## config.mk

```make
export PLATFORM = sky130hd
export DESIGN_NAME = fft_peak_detect
export DESIGN_NICKNAME = d
export VERILOG_FILES = /design/src/rtl/fft_peak_detect.sv
export SDC_FILE = /design/constraint.sdc
export NUM_CORES = 1
export LEC_CHECK = 0
export BUFFER_PORTS_ARGS = -buffer_cell sky130_fd_sc_hd__buf_2
export CAP_MARGIN = 10
export CORE_ASPECT_RATIO = 0.5
export CORE_MARGIN = 2
export CORE_UTILIZATION = 45
export DETAILED_ROUTE_END_ITERATION = 10
export GPL_TIMING_DRIVEN = 0
export MAX_ROUTING_LAYER = met4
export SLEW_MARGIN = 25
export SYNTH_ARGS = -nofsm -noshare
export SYNTH_HDL_FRONTEND = slang
export SYNTH_SLANG_ARGS = --single-unit
```

## constraint.sdc

```tcl
create_clock -name clk -period 15.7 [get_ports clk]
set_clock_uncertainty 0.2 [all_clocks]
set_input_delay 2.355 -clock clk [delete_from_list [all_inputs] [get_ports clk]]
set_output_delay 2.355 -clock clk [all_outputs]
set_load 0.01 [all_outputs]
```

## src/rtl/fft_peak_detect.sv

```systemverilog
`default_nettype none
// +----------------------------------------------------------------------------+
// | Module      : fft_peak_detect                                              |
// | Description : Streams approximate per-bin magnitudes of an FFT output      |
// |               frame and reports the strongest positive-frequency bin.      |
// |               Optional magnitude readback RAM enabled by FFT_PEAK_RAM_EN.  |
// | Revision    : 1.0 - initial release                                        |
// +----------------------------------------------------------------------------+
module fft_peak_detect #(
  parameter int WIDTH   = 16,
  parameter int M       = 9,
  parameter int POINTS  = 2**M,
  parameter int MIN_BIN = 1
) (
  input  logic               clk,
  input  logic               reset,
  input  logic               done,
  input  logic [2*WIDTH-1:0] wd,
  output logic [WIDTH:0]     mag,
  output logic [M-1:0]       mag_bin,
  output logic               mag_valid,
  output logic [M-1:0]       peak_bin,
  output logic [WIDTH:0]     peak_mag,
  output logic               peak_valid,
  output logic               frame_err,
`ifdef FFT_PEAK_RAM_EN
  output logic               busy,
  input  logic [M-2:0]       rdbk_adr,
  output logic [WIDTH:0]     rdbk_data
`else
  output logic               busy
`endif
);

  localparam logic [M-1:0]     LAST_BIN  = M'(POINTS - 1);
  localparam logic [M-1:0]     MIN_BIN_L = M'(MIN_BIN);
  localparam logic [M-1:0]     HALF_BIN  = M'(POINTS / 2);
  localparam logic [WIDTH-1:0] MOST_NEG  = {1'b1, {(WIDTH-1){1'b0}}};
  localparam logic [WIDTH-1:0] MOST_POS  = {1'b0, {(WIDTH-1){1'b1}}};

  typedef enum logic [2:0] {
    IDLE     = 3'd0,
    CAPTURE  = 3'd1,
    FLUSH    = 3'd2,
    REPORT   = 3'd3,
    WAIT_LOW = 3'd4
  } state_t;

  state_t state, state_nxt;

  logic [M-1:0]     cnt;
  logic             capture;
  logic [M-1:0]     cap_bin;
  logic             abort;
  logic             report;
  logic             frame_start;

  logic [WIDTH-1:0] s1_a, s1_b;
  logic [M-1:0]     s1_bin;
  logic             s1_valid;

  logic [WIDTH-1:0] w_max, w_min;
  logic [WIDTH:0]   w_mag;
  logic             in_range;

  logic [WIDTH:0]   max_mag;
  logic [M-1:0]     max_bin;
  logic             have_max;

  // Two's complement absolute value; the most negative code saturates so the
  // result always fits in WIDTH-1 magnitude bits.
  function automatic logic [WIDTH-1:0] sat_abs(input logic [WIDTH-1:0] x);
    if (x == MOST_NEG)
      sat_abs = MOST_POS;
    else if (x[WIDTH-1])
      sat_abs = ~x + WIDTH'(1);
    else
      sat_abs = x;
  endfunction

  // Frame-control state register.
  always_ff @(posedge clk) begin
    if (reset) state <= IDLE;
    else       state <= state_nxt;
  end

  // Frame-control next state and per-cycle capture/abort/report strobes.
  always_comb begin
    state_nxt = state;
    capture   = 1'b0;
    cap_bin   = cnt;
    abort     = 1'b0;
    report    = 1'b0;
    case (state)
      IDLE: begin
        if (done) begin
          capture   = 1'b1;
          cap_bin   = '0;
          state_nxt = CAPTURE;
        end
      end
      CAPTURE: begin
        if (done) begin
          capture = 1'b1;
          if (cnt == LAST_BIN) state_nxt = FLUSH;
        end else begin
          abort     = 1'b1;
          state_nxt = IDLE;
        end
      end
      // Once stage 1 is empty the last bin has been folded into the search.
      FLUSH: begin
        if (!s1_valid) state_nxt = REPORT;
      end
      REPORT: begin
        report    = 1'b1;
        state_nxt = WAIT_LOW;
      end
      // A done held high past the frame end must not start a new frame.
      WAIT_LOW: begin
        if (!done) state_nxt = IDLE;
      end
      default: state_nxt = IDLE;
    endcase
  end

  assign frame_start = capture && (state == IDLE);

  // Bin counter: index of the next bin to capture.
  always_ff @(posedge clk) begin
    if (reset || abort)
      cnt <= '0;
    else if (capture)
      cnt <= (state_nxt == FLUSH) ? '0 : cap_bin + M'(1);
  end

  // Stage 1: absolute values of the real and imaginary parts.
  always_ff @(posedge clk) begin
    if (reset) begin
      s1_a     <= '0;
      s1_b     <= '0;
      s1_bin   <= '0;
      s1_valid <= 1'b0;
    end else begin
      s1_valid <= capture;
      if (capture) begin
        s1_a   <= sat_abs(wd[2*WIDTH-1:WIDTH]);
        s1_b   <= sat_abs(wd[WIDTH-1:0]);
        s1_bin <= cap_bin;
      end
    end
  end

  // Alpha-max plus beta-min estimate with alpha=1, beta=1/2.
  assign w_max    = (s1_a >= s1_b) ? s1_a : s1_b;
  assign w_min    = (s1_a >= s1_b) ? s1_b : s1_a;
  assign w_mag    = {1'b0, w_max} + {1'b0, (w_min >> 1)};
  assign in_range = s1_valid && (s1_bin >= MIN_BIN_L) && (s1_bin < HALF_BIN);

  // Stage 2: registered magnitude stream.
  always_ff @(posedge clk) begin
    if (reset) begin
      mag       <= '0;
      mag_bin   <= '0;
      mag_valid <= 1'b0;
    end else begin
      mag_valid <= s1_valid;
      if (s1_valid) begin
        mag     <= w_mag;
        mag_bin <= s1_bin;
      end
    end
  end

  // Running maximum over the positive-frequency range; strict compare keeps
  // the lowest index on ties.
  always_ff @(posedge clk) begin
    if (reset || abort || frame_start) begin
      max_mag  <= '0;
      max_bin  <= MIN_BIN_L;
      have_max <= 1'b0;
    end else if (in_range && (!have_max || (w_mag > max_mag))) begin
      max_mag  <= w_mag;
      max_bin  <= s1_bin;
      have_max <= 1'b1;
    end
  end

  // Report registers and status pulses; peak values hold across aborts.
  always_ff @(posedge clk) begin
    if (reset) begin
      peak_bin   <= '0;
      peak_mag   <= '0;
      peak_valid <= 1'b0;
      frame_err  <= 1'b0;
    end else begin
      peak_valid <= report;
      frame_err  <= abort;
      if (report) begin
        peak_bin <= max_bin;
        peak_mag <= max_mag;
      end
    end
  end

  // Busy spans first captured bin through the report or abort pulse.
  always_ff @(posedge clk) begin
    if (reset || report || abort) busy <= 1'b0;
    else if (frame_start)         busy <= 1'b1;
  end

`ifdef FFT_PEAK_RAM_EN
  logic [WIDTH:0] mag_ram [POINTS/2];

  // Magnitude store for the lower half and registered read-before-write port.
  always_ff @(posedge clk) begin
    if (s1_valid && (s1_bin < HALF_BIN))
      mag_ram[s1_bin[M-2:0]] <= w_mag;
    rdbk_data <= mag_ram[rdbk_adr];
  end
`endif

endmodule
`default_nettype wire
```

## Word level (Yosys, flattened, before mapping)

Cells that the tools add are included.

- Bits of input ports: 35
- Logic and storage cells: 67
- Flip-flop bits (word level): 137
- Output and inout port bits: 56

- Reductions and logical operators: 12
- $lt $le $gt $ge: 4
- Add/sub/neg operators: 4
- Eq/ne operators: 8
- Bitwise logic cells: 2
- Multiplexer cells: 20

Operator list:

| kind | count |
|---|---|
| $mux W16 | 6 |
| $add A16 B1 Y16 const B | 2 |
| $eq A16 B16 Y1 const B | 2 |
| $not A16 Y16 | 2 |
| $mux W9 | 3 |
| $add A16 B15 Y17 | 1 |
| $gt A17 B17 Y1 | 1 |
| $ge A16 B16 Y1 | 1 |
| $mux W3 | 5 |
| $pmux W3 S5 | 1 |
| $add A9 B1 Y9 const B | 1 |
| $eq A3 B2 Y1 const B | 3 |
| $eq A9 B9 Y1 const B | 1 |
| $ge A9 B1 Y1 const B | 1 |
| $lt A9 B9 Y1 const B | 1 |
| $logic_or A1 B1 Y1 | 5 |
| $mux W1 | 5 |
| $logic_and A1 B1 Y1 | 4 |
| $eq A3 B1 Y1 const B | 1 |
| $eq A3 B3 Y1 const B | 1 |
| $logic_not A3 Y1 | 1 |
| $reduce_or A2 Y1 | 1 |
| $logic_not A1 Y1 | 1 |

## Longest topological paths before layout

Gate-level depths: netlist of the first run.

- Depth after elaboration: 6
- Depth in mapped cells: 27
- Depth with buffers taken out: 25

## Worst setup path after synthesis of the first run

Ideal clock, no wire load.

- Path kind: register to register
- Start: reg s1_a[0]
- End: reg max_bin[0]
- Period minus slack after synthesis: 5.655 ns
- Stages on the path, launching flop included: 26
- Setup time: 0.131 ns
- Data required time: 15.369 ns
- Path buffers: 2
- Arrival time: 5.324 ns
- Path slack: 10.045 ns
- Cells stage by stage: dfxtp_1 > inv_1 > ha_1 > nand2b_1 > a2111oi_0 > o311a_1 > nor2_1 > nor2_1 > o21bai_1 > buf_2 > mux2_2 > ha_1 > fa_1 > a21o_1 > a221oi_1 > o21ai_0 > a2111oi_0 > nor3_1 > ha_1 > nand3_1 > nor3_1 > a221o_1 > a41oi_1 > clkbuf_1 > mux2i_1 > nand2_1

- Cells in the longest elaborated chain, start to end: 6

RTL lines:

| item | RTL line | source |
|---|---|---|
| start, declared | 58 | `logic [WIDTH-1:0] s1_a, s1_b;` |
| start signal, assigned | 147 | `s1_a <= sat_abs(wd[2*WIDTH-1:WIDTH]);` |
| $ge A16 B16 Y1 | 155, 156 |  |
| $mux W16, on equally long branches | 155, 156 |  |
| $add A16 B15 Y17 * | 157 | `assign w_mag = {1'b0, w_max} + {1'b0, (w_min >> 1)};` |
| net w_mag[10] | 63 | `logic [WIDTH:0] w_mag;` |
| $gt A17 B17 Y1 * | 182 | `end else if (in_range && (!have_max \|\| (w_mag > max_mag))) begin` |
| $logic_or A1 B1 Y1 * | 182 |  |
| $logic_and A1 B1 Y1 * | 182 |  |
| end signal, assigned | 184 | `max_bin <= s1_bin;` |
| end, declared | 67 | `logic [M-1:0] max_bin;` |

Mark *: on every way through the listed nets, which the timed path passes. The rest lies on a longest branch.
A chain may end at the register's enable or synchronous reset.

## Worst setup path in the final report of the first run

- Start: reg s1_a[0]
- End: reg max_mag[12]

- Cells in the longest elaborated chain, start to end: 6

RTL lines:

| item | RTL line | source |
|---|---|---|
| $ge A16 B16 Y1 | 155, 156 |  |
| $mux W16, on equally long branches | 155, 156 |  |
| $add A16 B15 Y17 * | 157 |  |
| net w_mag[12] | 63 |  |
| $gt A17 B17 Y1 | 182 |  |
| $logic_or A1 B1 Y1 | 182 |  |
| $logic_and A1 B1 Y1 | 182 |  |
| end signal, assigned | 183 | `max_mag <= w_mag;` |
| end, declared | 66 | `logic [WIDTH:0] max_mag;` |

Marked as above.

==> run summary, run 1 <==
Unique masters post-synth = 59
Syn_nets = 903
Reg2reg start = s1_a[0]$_SDFFE_PP0P_
Yosys warning count = 0
Kind of critical path = flop to flop
Worst hold path class = flop to flop
Post-synthesis cell count = 816
Final setup vio count = 0
Crit path DAT = 6.87 ns
Max VDD drop = 75.8 µV
Vias = 6,177
Comb pwr share = 23.3%
Chip height = 94.1 µm
Psw = 0.326 mW
Post-synth EDFFs = 0
Cell internal pwr = 0.684 mW
CTS tree = yes
Vias in the first global route = 5,737
Largest net degree at the start of global routing = 17
All-Layer GR Usage = 23.2%
Hold Path Sink = max_bin[8]$_SDFFE_PP0P_
RSZ-0062 raised after global routing = no
Post-DR wirelength/cell = 16.2 µm
Initial core utilization = 46.7%
Drt first pass iters = 5
Max-cap violations = 0
Root Buffer = clkbuf_16
Least-Margin Pin Slew = 0.846 ns
Worst skew pair latency = 0.42 ns
Rows = 32
Switching Fraction = 32.2%
Die Width = 184 µm
Initial antenna violation count = 0
GPL Wtd Cong = 0.863
Crit path max-delay cell type = a2111oi_0
Fmax = 149 MHz
Drt via density = 5.33
Post-CTS Setup Bufs = 0
Crit path launch type = flop
Final Power = 1.01 mW
Clock sinks = 137
CP top delay family = compound AO/OA/AOI/OAI gates
WL final = 18,700 µm
Remaining Overflow, GRT = 0
R2R depth = 27
R2r endpoint = max_mag[12]$_SDFFE_PP0P_
Total die area = 17,300 µm²
Initial DRC Count = 498
H-tree depth = 4
First-pass GRT wire length = 30,200 µm
Max Slew Vio Count = 0
Status = finished clean
Critical path endpoint category = flop
Layout cell share with drive strength beyond 1 = 18.4%
TritonCTS Buffers = 17
P_leak = 3.66 nW
R2R setup slack = 8.97 ns
Reg power frac = 36.7%
Final min period = 6.73 ns
Mapped Area = 7310 µm²
Nets = 1,012
Place WS = 9.03 ns
Cts-stage hold buffer count = 0
FFs w/ async S/R, synth = 0%
Setup TNS = 0 ns
Reg clk slew, reported paths = 0.07 ns
Buffers & Inverters on Critical Path = 4
ANT cells = 0
DRC violation count after routing = 0
Clock buffer depth = 2
Critical Path Most Common Cell = ha_1
Final WS setup = 8.97 ns
Hold path start = max_bin[8]$_SDFFE_PP0P_
Yosys reg bits = 137
Top-level port count = 91
Part of the Yosys area used for sequential elements = 37.5%
Syn-to-layout area delta = 18.2%
P per Cell Area = 117 nW/µm²
Worst hold path cell count = 2
Syn Area/Cell = 8.96 µm²
Top_reg_cell synth = dfxtp_1
Worst path required time = 15.84 ns
PortBufs = 90
Clk network pwr share = 40.0%
Setup crit start = s1_a[0]$_SDFFE_PP0P_
Dpl hpwl = 14,800 µm
Final Hold Violating Endpoints = 0
Max_slew headroom = 43.4%
Critical path peak fanout = 10
Antenna Violating Nets Remaining = 0
CP peak stage delay = 0.54 ns
Final period util = 42.9%
CTS resizes = 0
Core area = 15,700 µm²
-- registers in the layout (all words and copies together) (netlist names), 3 cells and up --
register,count
mag,17
max_mag,17
peak_mag,17
s1_a,16
s1_b,16
cnt,9
mag_bin,9
max_bin,9
peak_bin,9
s1_bin,9
state,3
-- power groups by stage --
stage	registers, mW	logic, mW	clock network [mW]
after floorplan	0.377	0.165	0
after global placement	0.377	0.228	0
after detailed placement	0.378	0.232	0
after CTS	0.370	0.235	0.410
after global routing	0.372	0.264	0.427
final	0.370	0.235	0.404
-- synthesized netlist by cell type, types with 17 or more instances --
| master | number | share of area [%] |
|---|---|---|
| a211oi_1 | 19 | 2.0 |
| a21oi_1 | 37 | 2.5 |
| a22o_1 | 26 | 3.1 |
| clkbuf_1 | 22 | 1.1 |
| dfxtp_1 | 137 | 38 |
| ha_1 | 51 | 8.7 |
| inv_1 | 47 | 2.4 |
| mux2_2 | 29 | 4.5 |
| mux2i_1 | 43 | 5.9 |
| nand2_1 | 48 | 2.5 |
| nand3_1 | 17 | 1.2 |
| nor2_1 | 98 | 5.0 |
| o21ai_0 | 24 | 1.6 |
| xor2_1 | 27 | 3.2 |
-- cell families (layout without fill, tap and decap cells) --
kind of cell,after synthesis,count (layout),share of synthesized area (%)
AO/OA/AOI/OAI,186,186,18.0
buffers and inverters,84,206,4.66
multiplexers,72,72,10.4
XOR/XNOR,33,33,3.95
flip-flops,137,137,37.5
AND/OR/NAND/NOR,252,252,16.5
adder cells (fa/ha/maj),52,52,9.01
-- worst max path at each step --
stage / to / slack [ns] / depth (start not counted)
after global placement: max_bin[0]$_SDFFE_PP1P_ / 9.11 / 27
final: max_mag[12]$_SDFFE_PP0P_ / 8.97 / 27
after CTS: max_bin[0]$_SDFFE_PP1P_ / 9.00 / 27
after global routing: max_mag[11]$_SDFFE_PP0P_ / 8.22 / 25
after detailed placement: max_bin[0]$_SDFFE_PP1P_ / 9.03 / 27
after floorplan: max_bin[0]$_SDFFE_PP1P_ / 10.04 / 25
-- routing by layer --
metal	wire length, µm	up-vias	GRT usage [%]	share of wire (%)
met1	10200	2878	33.1	54
met3	766	13	3.76	4.1
li1	-	3161	-	-
met4	131	0	5.33	0.70
met5	0	-	-	0
met2	7660	125	34.3	41
-- per-stage QoR --
step	instances	hold slack [ns]	utilization (%)	area, µm²
floorplan	816	0.209	-	7310
global placement	1127	0.218	51.3	8040
detailed placement	1127	0.223	51.3	8040
CTS	1159	0.233	55.2	8640
global route	1159	0.267	55.2	8640
finish	1159	0.229	55.2	8640
-- final cells by class --
class	count	area, µm²
buffer	37	164
tap	221	277
timing repair buffer	90	450
clock buffer	17	425
sequential	137	2740
multi-input combinational	595	4230
clock inverter	15	175
inverter	47	176
fill	1458	7020
-- worst register-to-register path, cell delays in order (launching register included) --
cell	delay, ns
dfxtp_1	0.33
inv_1	0.06
ha_1	0.28
nand2b_1	0.14
a2111oi_0	0.54
o311a_1	0.29
nor2_1	0.07
nor2_1	0.10
o21bai_1	0.12
buf_2	0.23
mux2_2	0.31
ha_1	0.22
fa_1	0.40
a21o_1	0.20
a221o_1	0.32
o22a_1	0.21
o21ai_0	0.17
nand2b_1	0.09
xnor2_1	0.43
inv_1	0.09
ha_1	0.31
nand3_1	0.10
nor3_1	0.27
o31ai_1	0.12
a41oi_1	0.26
clkbuf_1	0.42
nand2_1	0.17
o22ai_1	0.18
-- placed cells by master, fill, tap and decap left out, drive strengths merged, types with 26 or more instances in the layout --
master,n
a21oi,38
mux2,29
nand2,49
nor2,98
mux2i,43
clkbuf,39
dfxtp,137
ha,51
buf,105
a22o,26
xor2,27
inv,56
Power figures use the tool's default switching activity.
==> run 2, diff against run 1 <==
Settings changed: ABC_AREA set to 1.
Clock period 15.7 ns to 6.3 ns, I/O delays scaled along.
==> run summary, run 2 <==
Cts-stage hold buffer count = 0
Status = finished clean
Post-synth top area share = 35.2%
Dpl hpwl = 18,100 µm
Crit path max-delay cell type = fa_1
R2R setup slack = 0.65 ns
Max Slew Vio Count = 0
Final min period = 5.65 ns
Reg clk slew, reported paths = 0.06 ns
RSZ-0062 raised after global routing = no
PortBufs = 88
Most common cell after layout, fill and taps aside = nand2_1
Max-cap violations = 0
Hold_ws = 0.240 ns
Post-synthesis cell count = 1,140
Root Buffer = clkbuf_16
Core area = 16,600 µm²
Critical path peak fanout = 10
Levels on crit path = 31
P per Cell Area = 320 nW/µm²
Critical Path Most Common Cell = nand2_1
Nets = 1,334
Rows = 33
Mapped Area = 7790 µm²
Worst skew pair latency = 0.42 ns
Final instance area = 9140 µm²
FFs w/ async S/R, synth = 0%
Syn_nets = 1,227
ANT cells = 0
Final period util = 89.7%
All-Layer GR Usage = 26.0%
Fill cells = 1,720
R2r endpoint = max_mag[13]$_SDFFE_PP0P_
Drt via density = 5.10
Worst path required time = 6.41 ns
Crit path launch type = flop
Syn Area/Cell = 6.83 µm²
Antenna Violating Nets Remaining = 0
Initial DRC Count = 490
Crit path DAT = 5.76 ns
Least-Margin Pin Slew = 0.743 ns
Final Hold Violating Endpoints = 0
GPL Wtd Cong = 0.943
Final core occ = 54.9%
TritonCTS Buffers = 17
Dpl cell area = 8510 µm²
CP top delay family = simple AND/OR/NAND/NOR gates
Worst hold path class = flop to flop
Die Width = 190 µm
H-tree depth = 4
Yosys warning count = 0
Largest net degree at the start of global routing = 17
CTS tree = yes
Fmax = 177 MHz
Clock sinks = 137
Critical path endpoint category = flop
Initial core utilization = 46.8%
Setup TNS = 0 ns
DRC violation count after routing = 0
Top cell type by total area after synthesis = dfxtp_1
Layout cell share with drive strength beyond 1 = 12.1%
Post-synth EDFFs = 0
Post-DR wirelength/cell = 15.4 µm
Final setup vio count = 0
Remaining Overflow, GRT = 0
CP peak stage delay = 0.42 ns
Placed Cells = 1,455
Commonest non-fill, non-tap cells in the layout = nand2_1, inv_1, nor2_1
Initial antenna violation count = 0
WL final = 22,800 µm
Chip height = 97.0 µm
Max_slew headroom = 50.4%
Max VDD drop = 205 µV
Critical Path Sink = max_mag[13]$_SDFFE_PP0P_
Top-level port count = 91
Reg2reg start = s1_b[15]$_SDFFE_PP0P_
P_leak = 4.36 nW
CTS resizes = 0
Buffers & Inverters on Critical Path = 4
Top-count cell post-synth = nand2_1
Vias in the first global route = 6,968
Largest regs = mag (17), max_mag (17), peak_mag (17)
Syn-to-layout area delta = 17.3%
Unique masters post-synth = 41
Yosys reg bits = 137
Area contributors post-synth = dfxtp_1, nand2_1, ha_1
Clock buffer depth = 2
Total die area = 18,400 µm²
Non-filler cells, final = 1,487
Top_reg_cell synth = dfxtp_1
Drt first pass iters = 5
Kind of critical path = flop to flop
Top post-synthesis cells by count = nand2_1, inv_1, nor2_1
Setup crit start = s1_b[15]$_SDFFE_PP0P_
First-pass GRT wire length = 36,500 µm
Post-CTS Setup Bufs = 0
Part of the Yosys area used for sequential elements = 35.2%
R2R depth = 31
Vias = 7,585
## run 2: cell count changes after synthesis, sizes merged, moves of 12 or more
cell | before | now
a221oi | 16 | 0
a22o | 26 | 0
mux2 | 29 | 0
inv | 47 | 153
a211oi | 19 | 4
nor2 | 98 | 143
o21ai | 24 | 101
mux2i | 43 | 0
nor2b | 12 | 0
nand2 | 49 | 221
a21oi | 38 | 85
nand2b | 15 | 0
nand3 | 17 | 90
## run 2: logic make-up (layout without fill, tap and decap cells)
logic type	Yosys count	after routing	synth area share, %
XOR/XNOR	27	27	3.04
buffers and inverters	201	321	10.2
flip-flops	137	137	35.2
adder cells (fa/ha/maj)	52	52	8.45
AND/OR/NAND/NOR	495	495	26.9
AO/OA/AOI/OAI	228	228	16.2
## run 2: worst min-delay path, cell delays in order (launching register included)
cell and delay (ns):
dfxtp_1 0.29, inv_1 0.06, nor3_1 0.05
## run 2: cell type report
type | instances | area (µm²) | area share, %
Tap cell | 227 | 284 | 3.11
Timing Repair Buffer | 88 | 440 | 4.82
Clock buffer | 19 | 433 | 4.74
Sequential cell | 137 | 2740 | 30.0
Inverter | 153 | 574 | 6.29
Clock inverter | 13 | 193 | 2.11
Buffer | 48 | 218 | 2.38
Multi-Input combinational cell | 802 | 4250 | 46.5
## run 2: how the worst min path moves through the flow
stage	startpoint	endpoint	slack, ns	depth (start not counted)
global placement	max_bin[5]$_SDFFE_PP0P_	peak_bin[5]$_SDFFE_PP0P_	0.23	2
CTS	max_bin[8]$_SDFFE_PP0P_	max_bin[8]$_SDFFE_PP0P_	0.24	2
floorplan	max_bin[8]$_SDFFE_PP0P_	max_bin[8]$_SDFFE_PP0P_	0.22	2
finish	max_bin[8]$_SDFFE_PP0P_	max_bin[8]$_SDFFE_PP0P_	0.24	2
detailed placement	max_bin[8]$_SDFFE_PP0P_	max_bin[8]$_SDFFE_PP0P_	0.24	2
global route	max_bin[8]$_SDFFE_PP0P_	max_bin[8]$_SDFFE_PP0P_	0.26	2
## run 2: per-stage QoR
step	total power, mW	setup slack (ns)
after CTS	2.93	0.716
after detailed placement	1.86	0.746
after floorplan	1.60	1.78
after global placement	1.85	0.913
final	2.93	0.648
after global routing	3.11	0.0769
## run 2: power by group
part	internal (mW)	leakage, nW	switching (mW)	total [mW]
combinational	0.308	2.94	0.605	0.913
clock	0.667	0.299	0.399	1.07
sequential	0.912	1.12	0.0335	0.946
total	1.89	4.36	1.04	2.93
## run 2: routing by layer
metal / up-vias / wire [µm] / track usage (%) / part of all wire, %
met4: 0 / 232 / 5.55 / 1.0
met1: 3418 / 12100 / 38.6 / 53
met3: 20 / 1180 / 3.77 / 5.1
met2: 195 / 9330 / 37.1 / 41
li1: 3952 / - / - / -
met5: - / 0 / - / 0
==> run 3, diff against run 2 <==
Settings changed: PLACE_DENSITY set to 0.73.
Clock period 6.3 ns to 6.1 ns, I/O delays scaled along.
==> run summary, run 3 (same netlist as run 2, synthesis figures left out) <==
Status = finished clean
Top-level port count = 91
Final min period = 5.57 ns
Clock sinks = 137
Dpl hpwl = 17,500 µm
Chip height = 97.0 µm
Final period util = 91.3%
CTS tree = yes
ANT cells = 0
Cts-stage hold buffer count = 0
Vias in the first global route = 7,213
Place WS = 0.662 ns
Syn-to-layout area delta = 16.7%
Total die area = 18,400 µm²
DRC violation count after routing = 0
All-Layer GR Usage = 25.6%
Least-Margin Pin Slew = 0.690 ns
Core area = 16,600 µm²
Clock buffer depth = 2
Multi-input gate area = 4250 µm²
RSZ-0062 raised after global routing = no
Initial core utilization = 46.8%
Rows = 33
Kind of critical path = flop to flop
WL final = 22,600 µm
Critical path peak fanout = 10
P_leak = 4.34 nW
Crit path max-delay cell type = fa_1
Final Hold Violating Endpoints = 0
Largest net degree at the start of global routing = 17
Critical path endpoint category = flop
First-pass GRT wire length = 36,400 µm
Reg area = 2740 µm²
TritonCTS Buffers = 17
CTS resizes = 0
PortBufs = 88
Fill cells = 1,623
Reg clk slew, reported paths = 0.07 ns
Root Buffer = clkbuf_16
Post-DR wirelength/cell = 15.2 µm
Initial antenna violation count = 0
Crit path DAT = 5.68 ns
Nets = 1,334
Drt via density = 5.19
Remaining Overflow, GRT = 0
Final setup vio count = 0
Vias = 7,718
Max Slew Vio Count = 0
P per Cell Area = 324 nW/µm²
Max_slew headroom = 54.0%
Crit path launch type = flop
Die Width = 190 µm
Worst skew pair latency = 0.42 ns
H-tree depth = 4
Setup TNS = 0 ns
Final WS setup = 0.532 ns
Largest regs = mag (17), max_mag (17), peak_mag (17)
Commonest non-fill, non-tap cells in the layout = nand2_1, inv_1, nor2_1
Max VDD drop = 237 µV
Drt first pass iters = 5
Fmax = 180 MHz
Layout cell share with drive strength beyond 1 = 12.1%
Antenna Violating Nets Remaining = 0
GPL Wtd Cong = 0.974
Post-CTS Setup Bufs = 0
Most common cell after layout, fill and taps aside = nand2_1
Worst path required time = 6.21 ns
Initial DRC Count = 549
Worst hold path class = flop to flop
Max-cap violations = 0
Critical Path Most Common Cell = nand2_1
CP peak stage delay = 0.42 ns
run 3: changes by cell type in the layout (fill, tap and decap cells not counted), sizes merged:
| cell | before | now |
|---|---|---|
| bufinv | 4 | 1 |
| inv | 156 | 159 |
| clkinv | 4 | 3 |
| clkinvlp | 2 | 3 |
run 3: power by group:
part           total, mW  internal [mW]  switching, mW
registers          0.975          0.942         0.0329
clock network       1.03          0.585          0.444
logic              0.943          0.320          0.623
total               2.95           1.85           1.10
run 3: worst max-delay path: cells and delay by family (launching register included):
family                   cells  cell delay (ns)
AND/OR/NAND/NOR             21             2.55
adder cells (fa/ha/maj)      4             1.29
buffers and inverters        4             0.75
flip-flops                   1             0.40
AO/OA/AOI/OAI                2             0.25
run 3: final cells by class:
class | instances | area share [%]
buffer | 48 | 2.40
clock buffer | 19 | 4.87
clock inverter | 13 | 1.50
inverter | 153 | 6.32
multi-input combinational | 802 | 46.8
sequential | 137 | 30.2
tap | 227 | 3.12
timing repair buffer | 88 | 4.85
run 3: final timing paths:
kind | start | to | slack, ns | cells past startpoint
max | s1_b[15]$_SDFFE_PP0P_ | max_bin[2]$_SDFFE_PP0P_ | 0.53 | 31
min | max_bin[4]$_SDFFE_PP0P_ | peak_bin[4]$_SDFFE_PP0P_ | 0.25 | 2
max reg2reg | s1_b[15]$_SDFFE_PP0P_ | max_bin[2]$_SDFFE_PP0P_ | 0.53 | 31
min reg2reg | max_bin[4]$_SDFFE_PP0P_ | peak_bin[4]$_SDFFE_PP0P_ | 0.25 | 2
run 3: metrics by stage:
stage          util [%]  instance area (µm²)  cells  hold WS [ns]  total power, mW
6_report           54.6                 9090   1487         0.247             2.95
5_1_grt            54.6                 9090   1487         0.275             3.12
4_1_cts            54.6                 9090   1487         0.247             2.94
3_5_place_dp       51.1                 8510   1455         0.236             1.91
3_3_place_gp       51.1                 8510   1455         0.234             1.89
2_1_floorplan         -                 7790   1140         0.217             1.65
run 3: layer usage:
layer,global-route usage (%),vias to the layer above,wire length (µm)
li1,-,3944,-
met1,35.6,3527,11200
met2,39.6,227,9760
met3,3.66,20,1380
met4,5.66,0,201
met5,-,-,0
